<file path="config.mk">
export PLATFORM = sky130hd
export DESIGN_NAME = coriolis_ker1_subker1_ostrm
export DESIGN_NICKNAME = d
export VERILOG_FILES = /design/src/rtl/coriolis_pkg.sv /design/src/rtl/coriolis_sync_fifo.sv /design/src/rtl/coriolis_ker1_subker1_ostrm.sv
export SDC_FILE = /design/constraint.sdc
export NUM_CORES = 1
export LEC_CHECK = 0
export BUFFER_PORTS_ARGS = -buffer_cell sky130_fd_sc_hd__buf_2
export CAP_MARGIN = 20
export CORE_ASPECT_RATIO = 0.75
export CORE_MARGIN = 1.5
export CORE_UTILIZATION = 45
export CTS_CLUSTER_SIZE = 24
export DETAILED_ROUTE_END_ITERATION = 12
export GPL_TIMING_DRIVEN = 1
export SLEW_MARGIN = 30
export SYNTH_ARGS = -nofsm -noshare
export SYNTH_HDL_FRONTEND = slang
export SYNTH_SLANG_ARGS = --single-unit
</file>
<file path="constraint.sdc">
create_clock -name clk -period 12.7 [get_ports clk]
set_input_delay 2.54 -clock clk [delete_from_list [all_inputs] [get_ports clk]]
set_output_delay 2.54 -clock clk [all_outputs]
set_load 0.01 [all_outputs]
</file>
<file path="src/rtl/coriolis_pkg.sv">
// Shared definitions for the coriolis kernel output-stream blocks: default stream width,
// output-stream FSM state type and a counter-width helper.
package coriolis_pkg;

   // Width of one yn stream word unless a block overrides it.
   localparam int unsigned STREAMW_DEF = 34;

   // Output-stream controller states; encoding fixed here so every user agrees on it.
   typedef enum logic [1:0] {
      StIdle  = 2'd0,
      StRun   = 2'd1,
      StDrain = 2'd2,
      StDone  = 2'd3
   } ostrm_state_e;

   // Bits needed to hold values 0..n inclusive.
   function automatic int unsigned cnt_width(input int unsigned n);
      return (n <= 1) ? 1 : $clog2(n + 1);
   endfunction

endpackage

</file>
<file path="src/rtl/coriolis_sync_fifo.sv">
// Single-clock FIFO with registered occupancy. Push into an empty FIFO is visible on
// rdata the following cycle. Push when full and pop when empty are dropped, so data is
// never overwritten. rdata reads as zero whenever the FIFO is empty.
module coriolis_sync_fifo #(
   parameter int unsigned WIDTH = 34,
   parameter int unsigned DEPTH = 8,
   localparam int unsigned CNTW = $clog2(DEPTH + 1)
) (
   input  logic             clk,
   input  logic             rst,
   input  logic             push,
   input  logic [WIDTH-1:0] wdata,
   input  logic             pop,
   output logic [WIDTH-1:0] rdata,
   output logic             full,
   output logic             empty,
   output logic [CNTW-1:0]  occupancy
);

   localparam int unsigned PTRW = $clog2(DEPTH);

   logic [WIDTH-1:0] mem_q [DEPTH];
   logic [PTRW-1:0]  wr_ptr_q;
   logic [PTRW-1:0]  rd_ptr_q;
   logic [CNTW-1:0]  count_q;
   logic             do_push;
   logic             do_pop;

   assign full      = (count_q == CNTW'(DEPTH));
   assign empty     = (count_q == '0);
   assign occupancy = count_q;
   assign do_push   = push & ~full;
   assign do_pop    = pop & ~empty;
   assign rdata     = empty ? '0 : mem_q[rd_ptr_q];

   // Pointer and occupancy bookkeeping; pointers wrap naturally since DEPTH is a power of two.
   always_ff @(posedge clk) begin
      if (rst) begin
         wr_ptr_q <= '0;
         rd_ptr_q <= '0;
         count_q  <= '0;
      end else begin
         if (do_push) begin
            wr_ptr_q <= wr_ptr_q + PTRW'(1);
         end
         if (do_pop) begin
            rd_ptr_q <= rd_ptr_q + PTRW'(1);
         end
         case ({do_push, do_pop})
            2'b10:   count_q <= count_q + CNTW'(1);
            2'b01:   count_q <= count_q - CNTW'(1);
            default: count_q <= count_q;
         endcase
      end
   end

   // Storage array; left unreset because empty masks rdata.
   always_ff @(posedge clk) begin
      if (do_push) begin
         mem_q[wr_ptr_q] <= wdata;
      end
   end

endmodule

</file>
<file path="src/rtl/coriolis_ker1_subker1_ostrm.sv">
// Output stream stage for coriolis kernel 1 / subkernel 1. Buffers NELEM yn words per run
// in a FIFO and presents them with their element index toward the memory writer.
// Build option: define CORIOLIS_OSTRM_STALLCNT_EN to add a 16-bit saturating stall_cnt
// output counting cycles where ovalid is high and oready is low.
module coriolis_ker1_subker1_ostrm
   import coriolis_pkg::*;
#(
   parameter int unsigned STREAMW = STREAMW_DEF,
   parameter int unsigned DEPTH   = 8,
   parameter int unsigned NELEM   = 1024,
   parameter int unsigned ADDRW   = 10
) (
   input  logic               clk,
   input  logic               rst,
   input  logic               start,
   input  logic               ivalid_yn_s0,
   input  logic [STREAMW-1:0] yn_s0,
   output logic               iready,
   output logic               ovalid,
   input  logic               oready,
   output logic [STREAMW-1:0] odata,
   output logic [ADDRW-1:0]   oaddr,
`ifdef CORIOLIS_OSTRM_STALLCNT_EN
   output logic [15:0]        stall_cnt,
`endif
   output logic               done
);

   localparam int unsigned INCNTW = cnt_width(NELEM);
   localparam int unsigned CNTW   = $clog2(DEPTH + 1);
   localparam logic [INCNTW-1:0] LAST_IN   = INCNTW'(NELEM - 1);
   localparam logic [ADDRW-1:0]  LAST_ADDR = ADDRW'(NELEM - 1);

   ostrm_state_e      state_q;
   logic [INCNTW-1:0] in_cnt_q;
   logic [ADDRW-1:0]  oaddr_q;
   logic              done_q;

   logic              fifo_full;
   logic              fifo_empty;
   logic [CNTW-1:0]   fifo_occ;
   logic              push;
   logic              pop;
   logic              last_pop;
   logic              run_start;

   // Handshakes are suppressed while rst is high so nothing completes in a reset cycle.
   assign iready    = ~rst & (state_q == StRun) & ~fifo_full;
   assign ovalid    = ~rst & ~fifo_empty;
   assign push      = ivalid_yn_s0 & iready;
   assign pop       = ovalid & oready;
   // By the final pop every word has been pushed, so exactly one word remains buffered.
   assign last_pop  = pop & (oaddr_q == LAST_ADDR) & (fifo_occ == CNTW'(1));
   assign run_start = start & ((state_q == StIdle) | (state_q == StDone));
   assign oaddr     = oaddr_q;
   assign done      = done_q;

   coriolis_sync_fifo #(
      .WIDTH (STREAMW),
      .DEPTH (DEPTH)
   ) u_fifo (
      .clk       (clk),
      .rst       (rst),
      .push      (push),
      .wdata     (yn_s0),
      .pop       (pop),
      .rdata     (odata),
      .full      (fifo_full),
      .empty     (fifo_empty),
      .occupancy (fifo_occ)
   );

   // Run control FSM with its input count, output address and registered done flag.
   always_ff @(posedge clk) begin
      if (rst) begin
         state_q  <= StIdle;
         in_cnt_q <= '0;
         oaddr_q  <= '0;
         done_q   <= 1'b0;
      end else begin
         if (push) begin
            in_cnt_q <= in_cnt_q + INCNTW'(1);
         end
         // Hold at the last index so oaddr never wraps within a run.
         if (pop && (oaddr_q != LAST_ADDR)) begin
            oaddr_q <= oaddr_q + ADDRW'(1);
         end
         case (state_q)
            StIdle: begin
               if (start) begin
                  state_q  <= StRun;
                  in_cnt_q <= '0;
                  oaddr_q  <= '0;
               end
            end
            StRun: begin
               if (push && (in_cnt_q == LAST_IN)) begin
                  state_q <= StDrain;
               end
            end
            StDrain: begin
               if (last_pop) begin
                  state_q <= StDone;
                  done_q  <= 1'b1;
               end
            end
            StDone: begin
               if (start) begin
                  state_q  <= StRun;
                  done_q   <= 1'b0;
                  in_cnt_q <= '0;
                  oaddr_q  <= '0;
               end
            end
            default: state_q <= StIdle;
         endcase
      end
   end

`ifdef CORIOLIS_OSTRM_STALLCNT_EN
   logic [15:0] stall_cnt_q;

   // Saturating count of back-pressured output cycles, restarted with each accepted run.
   always_ff @(posedge clk) begin
      if (rst || run_start) begin
         stall_cnt_q <= '0;
      end else if (ovalid && !oready && (stall_cnt_q != 16'hFFFF)) begin
         stall_cnt_q <= stall_cnt_q + 16'd1;
      end
   end

   assign stall_cnt = stall_cnt_q;
`else
   logic unused_run_start;
   assign unused_run_start = run_start;
`endif

endmodule

</file>
# [Word-level counts from Yosys, hierarchy flattened]
# Memories as Yosys holds them, arrays and structs flattened. A register that Yosys moved wholly into a read port is not among the register bits.
# Cells that the tools add are included.
[word_totals] ram_bits=272 output_inout_bits=47 wordCells=68 latch_bits=0 ff_bits=34 memories=1 rom_bits=0 in_bits=39
[classes] add_sub_neg=6 bitwise_logic=12 magnitude_cmp=0 div=0 reduce_logical=9 n_eq_ne=14 mul=0 muxes=19 n_shift=0
[mem_list] memory="u_fifo.mem_q" words=8 width=34 read_ports=1 rd_ports_with_merged_regs=1 wr=1 line_no="coriolis_sync_fifo.sv:22" rtl="logic [WIDTH-1:0] mem_q [DEPTH];"
[ops] operator="34-bit 2-to-1 mux" count=1
[ops] operator="11-bit 2-to-1 mux" count=3
[ops] operator="10-bit 2-to-1 mux" count=3
[ops] operator="11-bit by 1-bit adder with 11-bit output (second input constant)" count=1
[ops] operator="11-bit by 10-bit == test with 1-bit output (second input constant)" count=1
[ops] operator="10-bit by 1-bit adder with 10-bit output (second input constant)" count=1
[ops] operator="10-bit == test (second input constant)" count=1
[ops] operator="10-bit != test (second input constant)" count=1
[ops] operator="1-bit AND" count=9
[ops] operator="4-bit one-hot mux with 2 select lines" count=1
[ops] operator="3-bit by 1-bit adder with 3-bit output (second input constant)" count=2
[ops] operator="2-bit == test (second input constant)" count=3
[ops] operator="2-bit 2-to-1 mux" count=3
[ops] operator="3-bit 2-to-1 mux" count=2
[ops] operator="2-bit one-hot mux with 3 select lines" count=1
[ops] operator="3-bit AND reduction" count=2
[ops] operator="4-bit by 1-bit adder with 4-bit output (second input constant)" count=1
[ops] operator="2-bit by 1-bit == test with 1-bit output (second input constant)" count=2
[ops] operator="4-bit by 1-bit == test with 1-bit output (second input constant)" count=1
[ops] operator="4-bit == test (second input constant)" count=1
[ops] operator="4-bit logical NOT" count=1
[ops] operator="1-bit 2-to-1 mux" count=4
[ops] operator="2-bit by 1-bit != test with 1-bit output (second input constant)" count=2
[ops] operator="2-bit != test (second input constant)" count=2
[ops] operator="7 further kinds" count=11

# [Depth between registers and ports, before layout]
# Gate-level depths: netlist of run 1.
[depth] word_depth=8 mapped_depth=10 mapped_depth_nobuf=10

# [Cells and area by module]
# Synthesis of run 1 repeated with hierarchy kept, for this count alone.
[hier_totals] cells_unflattened=641 hier_area_um2=12213.0
[by_module_without_submodules] mod="coriolis_sync_fifo" cells_per_inst=505 n_inst=1 area_each_um2=11021.8 seq_area_each_um2=8428.1
[by_module_without_submodules] mod="coriolis_ker1_subker1_ostrm" cells_per_inst=136 n_inst=1 area_each_um2=1191.1 seq_area_each_um2=480.5

# [Worst setup path after synthesis of run 1]
# Ideal clock, no wire load.
[synth_timing] path_type="input to register" startpoint="input rst" endpoint="memory u_fifo.mem_q[4][0], enable pin" n_path_buf=1 path_slack_ns=5.243 cell_stages=4 t_required_ns=12.178 setup_ns=0.522 arrival_ns=6.935 path_cell_list="clkbuf_1 -> nor3_2 -> inv_2 -> nor4b_1"
[synth_between] elab_chain_cells=7
[synth_lines] item="start, declared" line_no="coriolis_ker1_subker1_ostrm.sv:14" rtl="input logic rst,"
[synth_lines] item="1-bit NOT" line_no="coriolis_ker1_subker1_ostrm.sv:48" rtl="assign iready = ~rst & (state_q == StRun) & ~fifo_full;"
[synth_lines] item="1-bit AND (2 in a row)" line_no="coriolis_ker1_subker1_ostrm.sv:48"
[synth_lines] item="1-bit AND" line_no="coriolis_ker1_subker1_ostrm.sv:50" rtl="assign push = ivalid_yn_s0 & iready;"
[synth_lines] item="1-bit AND" line_no="coriolis_sync_fifo.sv:32" rtl="assign do_push = push & ~full;"
[synth_lines] item="1-bit 2-to-1 mux" line_no="coriolis_sync_fifo.sv:59" rtl="if (do_push) begin"
[synth_lines] item="1-bit 2-to-1 mux (not written as such)" line_no="coriolis_sync_fifo.sv:60" rtl="mem_q[wr_ptr_q] <= wdata;"
[synth_lines] item="end, declared" line_no="coriolis_sync_fifo.sv:22"
# Every way passes these cells.

# [Worst setup path after layout of run 1]
[layout_timing] startpoint="input rst" endpoint="output iready"
[layout_between] elab_chain_cells=3
[layout_lines] item="1-bit NOT" line_no="coriolis_ker1_subker1_ostrm.sv:48"
[layout_lines] item="1-bit AND (2 in a row)" line_no="coriolis_ker1_subker1_ostrm.sv:48"
[layout_lines] item="end, declared" line_no="coriolis_ker1_subker1_ostrm.sv:18" rtl="output logic iready,"
# Every way passes these cells.

==> impl_metrics.csv, run 1 <==
group,metric,value,unit
global_routing,largest_net_degree_at_the_start_of_global_routing,41,
clock_tree,tritoncts_clock_tree,"done",
yosys,synth_edf_count,272,
yosys,synth_top_cell_by_area,"edfxtp_1",
timing,setup_repair_after_global_routing_missed_its_margin,"false",
power,power.internal,1.709,mW
drt,ant_nets,0,
min_path,hold_crit_path_type,"reg -> reg",
die,rows,51,
global_routing,antenna_violations_before_repair,1,
timing,hold_violations,0,
drt,drtIter0Drc,418,
layout,layout.filler_cells,2122,
critical_path,critical_path.max_fanout,22,
global_routing,congestion_overflow_gr,0,
power,report.power.total,2.230,mW
critical_path,setup.worst_path.start_class,"input port",
timing,tightestPinTransition,808.1,ps
placement,detailed_placer_s_ending_hpwl,13750,µm
clock_tree,clkSinkCount,309,
clock_tree,worst_skew_pair.late_latency,540,ps
layout,final_area,13970,µm²
power,reg_power_share,51.2,%
drt,drt_wl_total,24350,µm
placement,placement.io_buffers,85,
yosys,post_synth_instance_area,12090,µm²
placement,routabilityCongestion,0.7100,
die,die_w,192.2,µm
yosys,seq_area_frac_synth,73.71,%
timing,maxClockFrequency,0.1755,GHz
critical_path,timing.critical_path.required,10160,ps
critical_path,critical-path-max-stage-delay,230,ps
die,io_pins,86,
power,fraction_of_power_spent_switching_nets,23.34,%
yosys,synth_most_common_cell,"edfxtp_1",
layout,multi_input_area,3075,µm²
global_routing,grt_first_pass_wirelength,37740,µm
clock_tree,clock_tree.buffer_depth,3,
power,powerDensity,159.6,nW/µm²
clock_tree,clock_tree.htree_level_count,1,
clock_tree,cts_hold_buf,0,
critical_path,critPathTopFamily,"buffers and inverters",
yosys,postSynthRegisterBits,309,
critical_path,worst_setup_path_end_kind,"output port",
placement,placement.cell_area,13050,µm²
timing,final_ws_setup,7002,ps
layout,stdcell_count,1122,
timing,finalCritPeriodShare,44.86,%
timing,timing.final.max_slew_violations,0,
timing,finalSetupTns,0,ps
critical_path,arrival,3160,ps
yosys,postSynth.asyncResetShare,0,%
critical_path,worst-setup-path-type,"in -> out",
yosys,synth.top_cells.by_area,"edfxtp_1 (68%), mux4_2 (13%), dfxtp_1 (6.1%), mux2i_1 (2.9%), nor2_1 (1.9%)",
power,power.leakage,4.473,nW
timing,finClkSkew,8.684,ps
clock_tree,postCtsResizedCells,0,
drt,drt-pass1-iter-count,4,
timing,maxSlewHeadroom,45.71,%
yosys,postSynthAreaPerCell,18.77,µm²
layout,final_net_count,803,
power,clkPwrFrac,37.4,%
die,die-area,27860,µm²
drt,drt-vias-per-instance,5.438,
yosys,yosysUniqueCellTypes,42,
drt,drc,0,
clock_tree,post_cts_buffers,0,
critical_path,critical_path.most_common_cell,"buf_2",
global_routing,first_global_vias,6495,
job,number_of_maximum_capacitance_violations,0,
drt,via_count,6101,
timing,final_count_of_negative_setup_slack_endpoints,0,
layout,layout-area-overhead-vs-synth,15.59,%
layout,ff_latch_area,8917,µm²
timing,final_period_minus_worst_setup_slack,5698,ps
placement,pre_cts_ws,6994,ps
die,die-height,144.9,µm
yosys,synthesis.yosys.warnings,0,
die,floorplan.initialDensity,46.19,%
clock_tree,clk_transition_reported_paths,60,ps
critical_path,cp_slowest_cell,"buf_2",
drt,detail_route.wl_per_cell,21.70,µm
yosys,postSynthNetCount,694,
die,core_region_area,26160,µm²
global_routing,global_route_usage_over_all_layers,17.88,%
placement,dp.cells,1064,
power,power_switching,0.5206,mW
critical_path,critPathBufInv,2,
clock_tree,cts.root.buffer_cell,"clkbuf_16",
run_status,outcome,"finished clean",
yosys,ys_top_cells_by_count,"edfxtp_1 (272), mux4_2 (68), nor2_1 (62), dfxtp_1 (37), mux2i_1 (35)",
power,comb_power_share,11.5,%
power,worst_ir_drop_vdd,0.0001116,V
yosys,synthCells,644,
yosys,synth-main-ff-cell,"edfxtp_1",
yosys,yosys.area.top_type_share,67.58,%
layout,final_layout_size_suffix_gt1_share,29.73,%
clock_tree,numCtsBuffers,31,
critical_path,critical_path.cell_chain,"buf_2, nor3b_1, buf_2",
-- cells in the final DEF (no fill, tap or decap), types with 3 or more instances in the layout --
cell / count
nor2_1: 61
or4_1: 3
inv_1: 7
clkbuf_4: 3
clkinv_1: 3
nor3_1: 6
nand4_1: 3
buf_2: 85
o21ai_1: 6
mux4_2: 68
nand2b_1: 3
a21oi_1: 12
nor3_2: 3
nor3b_2: 3
nor4_1: 5
xor2_1: 7
clkbuf_16: 31
buf_4: 19
mux2i_1: 35
edfxtp_1: 272
nand3_1: 8
nand2_1: 19
ha_1: 11
dfxtp_1: 34
clkinv_2: 4
xnor2_1: 15
clkbuf_1: 13
or3_1: 5
-- area by class of cell --
cell class              count  share of cell area [%]
clock inverters            10                  0.5374
well taps                 344                   3.081
multi-input cells         297                   22.02
repair buffers            105                   4.210
diodes                      1                 0.01791
clock buffers              47                   6.064
inverters                   9                  0.2418
flip-flops and latches    309                   63.83
-- power by group through the flow --
stage | combinational, mW | sequential [mW] | clock, mW
detailed placement | 0.260 | 1.16 | 0
finish | 0.256 | 1.14 | 0.833
global placement | 0.251 | 1.16 | 0
floorplan | 0.168 | 1.15 | 0
CTS | 0.261 | 1.14 | 0.854
global route | 0.283 | 1.14 | 0.893
-- sequential cells by signal, summed over array words and instances, names as in the netlist, named ones only --
register          count
u_fifo.mem_q        272
in_cnt_q             11
u_fifo.occupancy      4
done                  1
state_q               2
u_fifo.wr_ptr_q       3
oaddr                10
u_fifo.rd_ptr_q       3
-- worst paths after layout --
path,start,endpoint,slack [ps],depth (start not counted)
min,u_fifo.rd_ptr_q[1],register,490,2
min reg2reg,u_fifo.rd_ptr_q[1],register,490,2
max,rst,iready,7000,3
max reg2reg,u_fifo.occupancy[0],u_fifo.mem_q[7][30],9410,7
-- worst register-to-register path, cell delays in order, from the launching register on --
cell and delay (ps):
dfxtp_1 440, inv_1 70, ha_1 240, and3b_1 230, nor3_2 560, nand2_1 320, nor2_4 630, buf_4 450
-- logic make-up (layout without fill, tap and decap cells) --
family                     after synthesis  in the layout  synth area share (%)
xor gates and xnor gates                22             22                 1.594
buffers and inverters                   38            171                 1.263
AOI/OAI and AO/OA                       27             27                 1.336
adders and majority gates               11             11                 1.139
muxes                                  103            103                 15.57
and+or+nand+nor                        134            134                 5.384
DFF                                    309            309                 73.71
other                                    0              1                     0
-- through the flow --
step	utilization, %	hold slack (ps)
floorplan	-	453.3
global placement	49.78	461.5
detailed placement	49.86	479.7
CTS	53.39	491.0
global route	53.39	518.0
finish	53.40	489.5
-- metal layers --
layer | GRT usage, % | vias to the layer above | wire, µm
met5 | 0 | - | 0
met4 | 2.984 | 0 | 332
met3 | 3.338 | 30 | 1262
met2 | 29.68 | 127 | 12050
met1 | 25.03 | 3166 | 10710
li1 | - | 2778 | -
Power figures use the tool's default switching activity.
==> inputs of run 2 (changes only) <==
Clock period 12.7 ns to 5.1 ns, I/O delays scaled along.
==> run 2 against run 1 <==
- critical path depth increased by 2
- non-clock buffer count decreased by 1
- clock power increased by 140%
- combinational power increased by 150%
- power increased by 150%
- worst hold slack improved by 4.0 ps
- critical path type is now reg -> out
- critical endpoint is now odata[24]
- highest routed layer is now met5
==> impl_metrics.csv, run 2 (same netlist as run 1, synthesis figures left out) <==
group,metric,value,unit
placement,placement.cell_area,13080,µm²
layout,layout_common_cells,"edfxtp_1 (272), buf_2 (85), mux4_2 (68)",
power,powerDensity,392.8,nW/µm²
placement,detailed_placer_s_ending_hpwl,13390,µm
timing,maxSlewHeadroom,38.93,%
clock_tree,clkSinkCount,309,
drt,drc,0,
layout,layout-area-overhead-vs-synth,15.65,%
placement,placement.io_buffers,85,
job,number_of_maximum_capacitance_violations,0,
die,core_region_area,26160,µm²
min_path,hold_crit_path_type,"reg -> reg",
critical_path,setup.worst_path.start_class,"register",
clock_tree,clock_tree.htree_level_count,1,
timing,setup_repair_after_global_routing_missed_its_margin,"false",
layout,largest_register_ffs,272,
placement,pre_cts_ws,1659,ps
power,power.internal,4.206,mW
power,fraction_of_power_spent_switching_nets,23.39,%
die,die_w,192.2,µm
power,power.leakage,4.469,nW
placement,routabilityCongestion,0.7011,
power,worst_ir_drop_vdd,0.0003026,V
timing,finalCritPeriodShare,74.21,%
die,rows,51,
layout,layout_commonest_cell,"edfxtp_1",
power,reg_power_share,51.8,%
critical_path,worst-setup-path-type,"reg -> out",
die,io_pins,86,
global_routing,first_global_vias,6389,
drt,detail_route.wl_per_cell,20.75,µm
min_path,worstHoldStart,"in_cnt_q[1]",
global_routing,grt_first_pass_wirelength,36650,µm
timing,final_period_minus_worst_setup_slack,3785,ps
global_routing,global_route_usage_over_all_layers,17.18,%
drt,drt-pass1-iter-count,4,
power,power_switching,1.284,mW
timing,finalSetupTns,0,ps
timing,finClkSkew,9.021,ps
critical_path,critical_path.max_fanout,39,
drt,drt-vias-per-instance,5.461,
global_routing,congestion_overflow_gr,0,
timing,hold_violations,0,
clock_tree,worst_skew_pair.late_latency,540,ps
clock_tree,numCtsBuffers,30,
timing,final_ws_setup,1315,ps
run_status,outcome,"finished clean",
drt,via_count,6084,
clock_tree,postCtsResizedCells,0,
layout,final_net_count,801,
drt,drt_wl_total,23120,µm
power,clkPwrFrac,36.8,%
critical_path,arrival,2760,ps
clock_tree,cts.root.buffer_cell,"clkbuf_16",
drt,ant_nets,0,
critical_path,critical_path.reg2reg.startpoint,"u_fifo.occupancy[0]",
timing,maxClockFrequency,0.2642,GHz
layout,layout.filler_cells,2071,
clock_tree,clk_transition_reported_paths,60,ps
global_routing,antenna_violations_before_repair,2,
critical_path,worst_setup_path_end_kind,"output port",
die,die-height,144.9,µm
clock_tree,clock_tree.buffer_depth,3,
power,comb_power_share,11.5,%
clock_tree,tritoncts_clock_tree,"done",
drt,drtIter0Drc,347,
clock_tree,post_cts_buffers,0,
layout,biggest_register,"u_fifo.mem_q",
timing,timing.final.max_slew_violations,0,
die,die-area,27860,µm²
timing,tightestPinTransition,909.0,ps
clock_tree,cts_hold_buf,0,
die,floorplan.initialDensity,46.19,%
layout,final_layout_size_suffix_gt1_share,29.91,%
global_routing,largest_net_degree_at_the_start_of_global_routing,41,
layout,final_area,13980,µm²
critical_path,timing.reg2reg.worst_path_depth,7,
min_path,whs_path_depth,2,
critical_path,timing.critical_path.required,4080,ps
timing,final_count_of_negative_setup_slack_endpoints,0,
run 2: cell types whose count changed in the layout (fill, tap and decap cells not counted), sizes merged:
cell    previous run  this run
clkinv             7        15
buf              105       104
clkbuf            47        32
run 2: through the flow:
| stage | utilization, % | std cells | total power, mW | hold slack [ps] |
|---|---|---|---|---|
| 2_1_floorplan | - | 644 | 3.287 | 453.3 |
| 3_3_place_gp | 49.90 | 1062 | 3.517 | 460.9 |
| 3_5_place_dp | 50.01 | 1063 | 3.541 | 474.1 |
| 4_1_cts | 53.41 | 1113 | 5.572 | 490.2 |
| 5_1_grt | 53.41 | 1113 | 5.725 | 512.3 |
| 6_report | 53.42 | 1114 | 5.490 | 493.5 |
run 2: final timing paths:
kind                         to  slack, ps
max                   odata[24]       1320
min reg2reg         in_cnt_q[1]        490
max reg2reg  u_fifo.mem_q[7][6]       2010
min                 in_cnt_q[1]        490
run 2: critical path: stages (launching register included):
cell	delay (ps)
dfxtp_4	760
buf_12	380
mux4_2	550
mux2i_1	190
nor2_1	110
buf_2	180
run 2: final cells by class:
cell class | count | area [µm²] | share of cell area [%]
repair buffers | 104 | 600.6 | 4.297
multi-input cells | 297 | 3102 | 22.19
clock buffers | 32 | 779.5 | 5.577
clock inverters | 18 | 111.4 | 0.7967
flip-flops and latches | 309 | 8917 | 63.80
diodes | 1 | 2.502 | 0.01790
inverters | 9 | 33.78 | 0.2417
well taps | 344 | 430.4 | 3.079
run 2: power groups by stage:
stage / clock network, mW / registers, mW / logic (mW)
after floorplan: 0 / 2.87 / 0.418
after global placement: 0 / 2.90 / 0.621
after detailed placement: 0 / 2.90 / 0.643
after CTS: 2.08 / 2.84 / 0.647
after global routing: 2.18 / 2.85 / 0.695
final: 2.02 / 2.84 / 0.629
run 2: metal layers:
layer / track usage, % / vias up / part of all wire [%]
met3: 3.241 / 31 / 4.0
li1: - / 2774 / -
met1: 25.07 / 3160 / 47
met2: 27.23 / 117 / 47
met4: 3.256 / 2 / 1.6
met5: 0 / - / 0.043
